==> config.mk <==
export PLATFORM = sky130hd
export DESIGN_NAME = hazard_ctrl
export DESIGN_NICKNAME = d
export VERILOG_FILES = /design/src/rtl/hazard_ctrl.sv
export SDC_FILE = /design/constraint.sdc
export NUM_CORES = 1
export LEC_CHECK = 0
export CAP_MARGIN = 10
export CORE_MARGIN = 5
export CORE_UTILIZATION = 50
export CTS_BUF_LIST = sky130_fd_sc_hd__clkbuf_16
export CTS_CLUSTER_DIAMETER = 200
export CTS_CLUSTER_SIZE = 8
export DETAILED_ROUTE_END_ITERATION = 16
export PLACE_DENSITY = 0.92
export SYNTH_ARGS = -nofsm -noshare
export SYNTH_HDL_FRONTEND = slang
export SYNTH_SLANG_ARGS = --single-unit
==> constraint.sdc <==
create_clock -name CLK -period 3.3 [get_ports CLK]
set_input_delay 0.495 -clock CLK [delete_from_list [all_inputs] [get_ports CLK]]
set_output_delay 0.495 -clock CLK [all_outputs]
set_load 0.02 [all_outputs]
==> src/rtl/hazard_ctrl.sv <==
// ============================================================================
//  Module   : hazard_ctrl
//  Brief    : Pipeline hazard controller (branch flush, load-use stall,
//             multi-cycle EX stall, HALT) with a saturating stall counter.
//  Revision : 1.0 - initial release
// ============================================================================
`default_nettype none

module hazard_ctrl #(
    parameter int REG_W        = 3,
    parameter int MULTI_CYCLES = 4
) (
    input  logic             CLK,
    input  logic             reset,
    input  logic             start,
    input  logic [REG_W-1:0] ID_ra,
    input  logic [REG_W-1:0] ID_rb,
    input  logic             ID_uses_ra,
    input  logic             ID_uses_rb,
    input  logic             ID_halt,
    input  logic [REG_W-1:0] EX_rd,
    input  logic             EX_mem_read,
    input  logic             EX_reg_write,
    input  logic             EX_branch_taken,
    input  logic             EX_multi_start,
    output logic             pc_stall,
    output logic             ifid_stall,
    output logic             ifid_flush,
    output logic             idex_stall,
    output logic             idex_flush,
    output logic             exmem_bubble,
    output logic             halted,
    output logic [15:0]      stall_count
);

    localparam int              CNT_W    = 4;
    localparam logic [CNT_W-1:0] CNT_LOAD = CNT_W'(MULTI_CYCLES - 2);

    typedef enum logic [1:0] {
        IDLE  = 2'd0,
        RUN   = 2'd1,
        MULTI = 2'd2,
        HALT  = 2'd3
    } state_t;

    state_t            state_q, state_d;
    logic [CNT_W-1:0]  cnt_q, cnt_d;
    logic [15:0]       stall_cnt_q, stall_cnt_d;
    logic              load_use;

    assign load_use = EX_mem_read & EX_reg_write &
                      ((ID_uses_ra & (ID_ra == EX_rd)) |
                       (ID_uses_rb & (ID_rb == EX_rd)));

    always_comb begin
        state_d      = state_q;
        cnt_d        = cnt_q;
        stall_cnt_d  = stall_cnt_q;
        pc_stall     = 1'b0;
        ifid_stall   = 1'b0;
        ifid_flush   = 1'b0;
        idex_stall   = 1'b0;
        idex_flush   = 1'b0;
        exmem_bubble = 1'b0;
        halted       = 1'b0;

        case (state_q)
            IDLE: begin
                pc_stall   = 1'b1;
                ifid_stall = 1'b1;
                idex_flush = 1'b1;
                if (start) begin
                    state_d = RUN;
                end
            end
            RUN: begin
                if (EX_branch_taken) begin
                    ifid_flush = 1'b1;
                    idex_flush = 1'b1;
                end else if (EX_multi_start) begin
                    pc_stall     = 1'b1;
                    ifid_stall   = 1'b1;
                    idex_stall   = 1'b1;
                    exmem_bubble = 1'b1;
                    cnt_d        = CNT_LOAD;
                    state_d      = MULTI;
                end else if (load_use) begin
                    pc_stall   = 1'b1;
                    ifid_stall = 1'b1;
                    idex_flush = 1'b1;
                end else if (ID_halt) begin
                    state_d = HALT;
                end
            end
            MULTI: begin
                pc_stall     = 1'b1;
                ifid_stall   = 1'b1;
                idex_stall   = 1'b1;
                exmem_bubble = 1'b1;
                if (cnt_q == '0) begin
                    state_d = RUN;
                end else begin
                    cnt_d = cnt_q - 1'b1;
                end
            end
            HALT: begin
                pc_stall   = 1'b1;
                ifid_stall = 1'b1;
                idex_flush = 1'b1;
                halted     = 1'b1;
            end
            default: begin
                state_d = IDLE;
            end
        endcase

        // Only pipeline-active states contribute to the stall statistic.
        if (((state_q == RUN) || (state_q == MULTI)) && pc_stall &&
            (stall_cnt_q != 16'hFFFF)) begin
            stall_cnt_d = stall_cnt_q + 16'd1;
        end

        // While reset is held the pipeline sees the IDLE control pattern.
        if (!reset) begin
            pc_stall     = 1'b1;
            ifid_stall   = 1'b1;
            ifid_flush   = 1'b0;
            idex_stall   = 1'b0;
            idex_flush   = 1'b1;
            exmem_bubble = 1'b0;
            halted       = 1'b0;
        end
    end

    always_ff @(posedge CLK) begin
        if (!reset) begin
            state_q     <= IDLE;
            cnt_q       <= '0;
            stall_cnt_q <= '0;
        end else begin
            state_q     <= state_d;
            cnt_q       <= cnt_d;
            stall_cnt_q <= stall_cnt_d;
        end
    end

    assign stall_count = stall_cnt_q;

endmodule

`default_nettype wire

==> flow_summary_export.csv, run 1 <==
group,metric,value,unit
outcome,outcome,"finished clean",
grt,antenna_found_initial,0,
timing,fin_tns_setup,0,ps
hold_path,min_from,"stall_count[5]",
setup_path,worstPathMaxFanout,3,
clock_tree,clk_latency,250,ps
yosys,yosys_warnings,0,
final_layout,multi_input_comb_area,871,um2
timing,slew_viol_final,0,
yosys,synth-edff-count,0,
yosys,synth_mux_area_share,2.15,%
detailed_routing,drt_iter0_drc,120,
timing,fin_ws,219,ps
final_layout,seqCellArea,440,um2
yosys,synth_top_family_by_area,"simple AND/OR/NAND/NOR gates",
detailed_routing,wirelength,3770,um
grt,grt_overflow,0,
final_layout,fin_nets,237,
hold_path,hold_path.class,"reg -> reg",
setup_path,crit_path_start,"EX_rd[2]",
final_layout,most-common-layout-cells,"clkdlybuf4s50_1, dfxtp_1, nand2_1, a21oi_1",
place,io_buffer_count,41,
timing,timing_hold_violations_final,0,
grt,grt_pass1_vias,1475,
clock_tree,holdBufCountCts,0,
clock_tree,cts_root_buffer,"clkbuf_16",
pwr,power,1170,uW
floorplanning,initial_core_util,51.4,%
floorplanning,fp.dieW,62.8,um
grt,grt_pass1_wl,6470,um
setup_path,crit_path_end_kind,"primary output",
pwr,leakagePower,0.000653,uW
setup_path,worst_r2r_startpoint,"state_q[0]",
final_layout,final_common_cell,"clkdlybuf4s50_1",
clock_tree,cts_tree,"built",
final_layout,fillerInstances,222,
detailed_routing,wl_per_cell,15.6,um
place,place_hpwl,2810,um
detailed_routing,drc,0,
setup_path,arrival,2590,ps
final_layout,layout-drive-gt1-share,4.76,%
clock_tree,post-cts-setup-buffers,0,
timing,setup_viol,0,
timing,maxSlewHeadroom,40.7,%
yosys,synthAdderAreaFrac,6.28,%
clock_tree,cts_buffers,3,
yosys,synthSimpleGateAreaFrac,26.8,%
yosys,synth_area,1390,um2
floorplanning,core,2710,um2
floorplanning,dieArea,3940,um2
timing,min_period,3080,ps
clock_tree,htreeDepth,1,
yosys,yosysSeqAreaShare,31.6,%
detailed_routing,postRouteAntennaNets,0,
clock_tree,clk_pin_slew,50,ps
clock_tree,clockBufferDepth,2,
final_layout,final_util,70.5,%
final_layout,final_cells,241,
grt,track_usage,19.4,%
detailed_routing,vias,1467,
grt,grt_max_degree,23,
place,place_congestion,0.863,
floorplanning,rows,19,
timing,rsz0062_at_grt,"no",
floorplanning,die_y,62.8,um
setup_path,start_kind,"input port",
detailed_routing,vias_per_cell,6.09,
detailed_routing,firstDrtPassIters,4,
setup_path,criticalPathCategory,"in -> out",
clock_tree,post_cts_resized,0,
final_layout,area_growth,37.1,%
timing,post-route-period-util,93.4,%
yosys,synth-seq-cells,22,
floorplanning,pin_count,42,
clock_tree,clock-sinks,22,
yosys,ys.flop_type,"dfxtp_1",
place,place_ws,197,ps
setup_path,crit_required,2800,ps
pwr,p_per_area,613,nW/um2
yosys,synthArstFlopShare,0,%
yosys,synth_compound_area_share,21.3,%
yosys,syn_nets,195,
yosys,synth_cell_type_count,40,
yosys,syn_inst,169,
timing,skew,5.84,ps
timing,max_slew.worst_pin.slew,867,ps
timing,fmax,0.325,GHz
final_layout,diodes,0,
run,maxCapViolCount,0,
yosys,synth_xor_area_share,5.66,%
place,dp.cells,236,
pwr,vdd_drop_max,637,uV
yosys,syn_avg_cell_area,8.25,um2
-- per-stage QoR --
step,hold WS [ps],area [um2]
finish,495,1910
detailed placement,495,1820
floorplan,480,1390
global route,536,1910
CTS,498,1900
global placement,473,1820
-- metal layers --
| metal | GRT usage, % | share of wire, % | up-vias | routed length (um) |
|---|---|---|---|---|
| met2 | 35.9 | 54 | 50 | 2040 |
| met4 | 4.51 | 0.72 | 0 | 27 |
| li1 | - | - | 714 | - |
| met1 | 21.6 | 40 | 699 | 1490 |
| met3 | 5.22 | 5.5 | 4 | 206 |
| met5 | 0 | 0 | - | 0 |
-- synth_stat cells (all sizes together), types with 3 or more instances --
cell | number | share of area, %
mux2i | 3 | 2.2
o41ai | 3 | 1.9
clkbuf | 3 | 0.81
dfxtp | 22 | 32
nand2b | 6 | 2.7
nand3 | 5 | 1.8
o31ai | 8 | 4.3
inv | 9 | 2.4
a21oi | 15 | 5.4
nand4 | 6 | 2.7
ha | 7 | 6.3
o21ai | 6 | 2.2
nor3b | 3 | 1.6
buf | 6 | 3.0
or4 | 8 | 4.3
o211ai | 3 | 1.6
nor2 | 9 | 2.4
nand2 | 14 | 3.8
xnor2 | 7 | 4.4
-- path summary, 6_finish.rpt --
path                                        to  slack, ps  depth (start not counted)
worst min register to register  stall_count[5]        500                          2
worst max-delay path                idex_flush        220                          8
worst min-delay path            stall_count[5]        500                          2
worst max register to register  stall_count[7]        770                          9
-- critical path, cell delays in order --
cell	delay (ps)
clkdlybuf4s50_1	460
xnor2_1	220
nand4_1	190
a21oi_2	230
a21oi_1	80
o21ai_0	160
a21o_1	150
clkdlybuf4s50_1	610
-- where the power goes --
part | internal [uW] | switching [uW] | total (uW)
registers | 311 | 49.5 | 360
logic | 232 | 325 | 557
clock network | 161 | 92.5 | 254
-- registers in the layout, indices dropped and copies added (netlist names) --
| register | count |
|---|---|
| stall_count | 16 |
| state_q | 2 |
| cnt_q | 4 |
-- area by class of cell --
| cell class | instances | share of cell area (%) |
|---|---|---|
| clock buffers | 3 | 3.93 |
| clock inverters | 1 | 0.196 |
| multi-input cells | 129 | 45.6 |
| repair buffers | 46 | 23.4 |
| flip-flops and latches | 22 | 23.1 |
| inverters | 9 | 1.77 |
| well taps | 31 | 2.03 |
-- cells by family (layout without fill, tap and decap cells) --
kind of cell | Yosys count | after routing
multiplexers | 3 | 3
flip-flops | 22 | 22
buffers and inverters | 18 | 59
AND/OR/NAND/NOR | 66 | 66
XOR/XNOR | 9 | 9
AO/OA/AOI/OAI | 44 | 44
adder cells (fa/ha/maj) | 7 | 7
Note: power is estimated with default switching activity, not from simulation.
==> inputs of run 2 (changes only) <==
==> constraint.sdc (replaced) <==
create_clock -name CLK -period 3.3 [get_ports CLK]
set_input_delay 0.99 -clock CLK [delete_from_list [all_inputs] [get_ports CLK]]
set_output_delay 0.99 -clock CLK [all_outputs]
set_load 0.02 [all_outputs]
==> run 2 against run 1 <==
Clock skew is 1.4 ps lower; clock power is essentially flat; hold slack better by 8.0 ps; core utilization increased by 3.0 points; sequential power hardly changed; global-route usage rose by 0.69 points; routed wire length is essentially flat; power increased by 0.17%; sequential cell count unchanged; worst setup slack lost 180 ps; via count rose by 4.8%.
==> flow_summary_export.csv, run 2 (synthesized netlist as in run 1, its figures left out) <==
group,metric,value,unit
floorplanning,die_y,62.8,um
timing,holdWs,503,ps
timing,skew,4.42,ps
setup_path,arrival,2270,ps
outcome,outcome,"finished clean",
clock_tree,clk_latency,250,ps
detailed_routing,vias,1538,
timing,fmax,0.307,GHz
timing,post-route-period-util,98.7,%
pwr,p_per_area,589,nW/um2
pwr,power,1170,uW
clock_tree,clock-sinks,22,
detailed_routing,wl_per_cell,14.8,um
detailed_routing,drt_iter0_drc,127,
setup_path,crit_required,2310,ps
timing,max_slew.worst_pin.slew,414,ps
timing,maxSlewHeadroom,71.7,%
final_layout,most-common-layout-cells,"clkdlybuf4s50_1, dfxtp_1, buf_4",
detailed_routing,firstDrtPassIters,4,
grt,grt_overflow,0,
setup_path,crit_path_end_kind,"primary output",
floorplanning,fp.dieW,62.8,um
clock_tree,clockBufferDepth,2,
final_layout,largest_reg_flops,16,
place,dp.cells,246,
clock_tree,cts_root_buffer,"clkbuf_16",
hold_path,hold_path.class,"reg -> reg",
grt,grt_pass1_vias,1468,
hold_path,hold_path_depth,2,
timing,slew_viol_final,0,
detailed_routing,wirelength,3770,um
clock_tree,clk_pin_slew,60,ps
clock_tree,htreeDepth,1,
grt,grt_max_degree,30,
setup_path,cpPeakStageDelay,410,ps
final_layout,final_cells,254,
final_layout,final_area,1990,um2
setup_path,worst_r2r_startpoint,"state_q[0]",
floorplanning,initial_core_util,51.4,%
clock_tree,cts_buffers,3,
setup_path,cp_cell_sequence,"clkdlybuf4s50_1 -> nand3b_1 -> a211oi_1 -> dlygate4sd1_1",
final_layout,final_common_cell,"clkdlybuf4s50_1",
setup_path,criticalPathCategory,"in -> out",
final_layout,diodes,0,
place,io_buffer_count,41,
detailed_routing,drc,0,
setup_path,r2r-end,"stall_count[15]",
place,place_congestion,0.852,
setup_path,worstPathMaxFanout,2,
place,place_hpwl,2770,um
grt,antenna_found_initial,0,
detailed_routing,postRouteAntennaNets,0,
hold_path,hold_end,"stall_count[11]",
final_layout,layout-drive-gt1-share,16.1,%
timing,timing_hold_violations_final,0,
timing,rsz0062_at_grt,"yes",
floorplanning,core,2710,um2
pwr,leakagePower,0.000757,uW
timing,setup_viol,0,
pwr,vdd_drop_max,644,uV
final_layout,fin_nets,250,
final_layout,area_growth,42.9,%
setup_path,start_kind,"input port",
floorplanning,dieArea,3940,um2
detailed_routing,vias_per_cell,6.06,
clock_tree,cts_tree,"built",
grt,grt_pass1_wl,6600,um
grt,track_usage,20.0,%
floorplanning,pin_count,42,
setup_path,critPathSlowestCell,"clkdlybuf4s50_1",
place,place_area,1910,um2
clock_tree,holdBufCountCts,0,
setup_path,reg2reg_setup_slack,1150,ps
setup_path,r2r.worst_path.cells,8,
run,maxCapViolCount,0,
setup_path,crit_path_start,"EX_branch_taken",
timing,min_period,3260,ps
hold_path,min_from,"stall_count[11]",
floorplanning,rows,19,
==> run 2: timing repair <==
action,4_1_cts,5_1_grt
gates resized for setup,31,23
endpoints found under the setup margin,7,16
endpoints found under the hold margin,0,0
buffers inserted,4,1
pin swaps,9,13
==> run 2: stage by stage <==
stage	setup WS, ps	TNS [ps]	util, %
floorplan	123	0	-
global placement	-634	-2490	70.4
detailed placement	-737	-2770	70.4
CTS	4.67	0	73.4
global route	-50.0	-97.0	73.5
finish	42.4	0	73.5
==> run 2: where the power goes <==
| group | switching [uW] | internal, uW | total [uW] |
|---|---|---|---|
| sequential | 48.0 | 310 | 358 |
| combinational | 318 | 239 | 557 |
| clock | 95.2 | 162 | 257 |
==> run 2: layout make-up <==
| class | count | area, um2 |
|---|---|---|
| inverter | 9 | 33.8 |
| sequential | 22 | 440 |
| clock inverter | 1 | 3.75 |
| multi-input combinational | 129 | 888 |
| tap | 31 | 38.8 |
| fill | 216 | 718 |
| timing repair buffer | 59 | 512 |
| clock buffer | 3 | 75.1 |
==> run 2: worst max-delay path by stage <==
stage / to / slack [ps] / cells past startpoint
after floorplan: pc_stall / 120 / 6
after global placement: ifid_stall / -630 / 8
after detailed placement: pc_stall / -740 / 8
after CTS: pc_stall / 5 / 7
after global routing: idex_stall / -50 / 4
final: exmem_bubble / 40 / 4
==> run 2: critical path, delay by kind of cell <==
kind	cells	cell delay [ps]
AND/OR/NAND/NOR	1	200
buffers and inverters	2	770
AO/OA/AOI/OAI	1	310
==> run 2: layer usage <==
layer / up-vias / GRT usage, % / wire length (um) / part of all wire, %
met4: 0 / 5.31 / 37 / 0.98
met5: - / 0 / 0 / 0
met3: 6 / 5.04 / 180 / 4.8
li1: 740 / - / - / -
met1: 736 / 20.1 / 1410 / 37
met2: 56 / 39.9 / 2150 / 57
==> inputs of run 3 (changes only) <==
--- a/config.mk
+++ b/config.mk
@@ -5,7 +5,7 @@
 export SDC_FILE = /design/constraint.sdc
 export NUM_CORES = 1
 export LEC_CHECK = 0
-export CAP_MARGIN = 10
+export CAP_MARGIN = 20
 export CORE_MARGIN = 5
 export CORE_UTILIZATION = 50
 export CTS_BUF_LIST = sky130_fd_sc_hd__clkbuf_16
@@ -13,6 +13,7 @@
 export CTS_CLUSTER_SIZE = 8
 export DETAILED_ROUTE_END_ITERATION = 16
 export PLACE_DENSITY = 0.92
+export SLEW_MARGIN = 20
 export SYNTH_ARGS = -nofsm -noshare
 export SYNTH_HDL_FRONTEND = slang
 export SYNTH_SLANG_ARGS = --single-unit
==> results of run 3 <==
The final DEF is identical to that of run 2; final timing and power are the same.
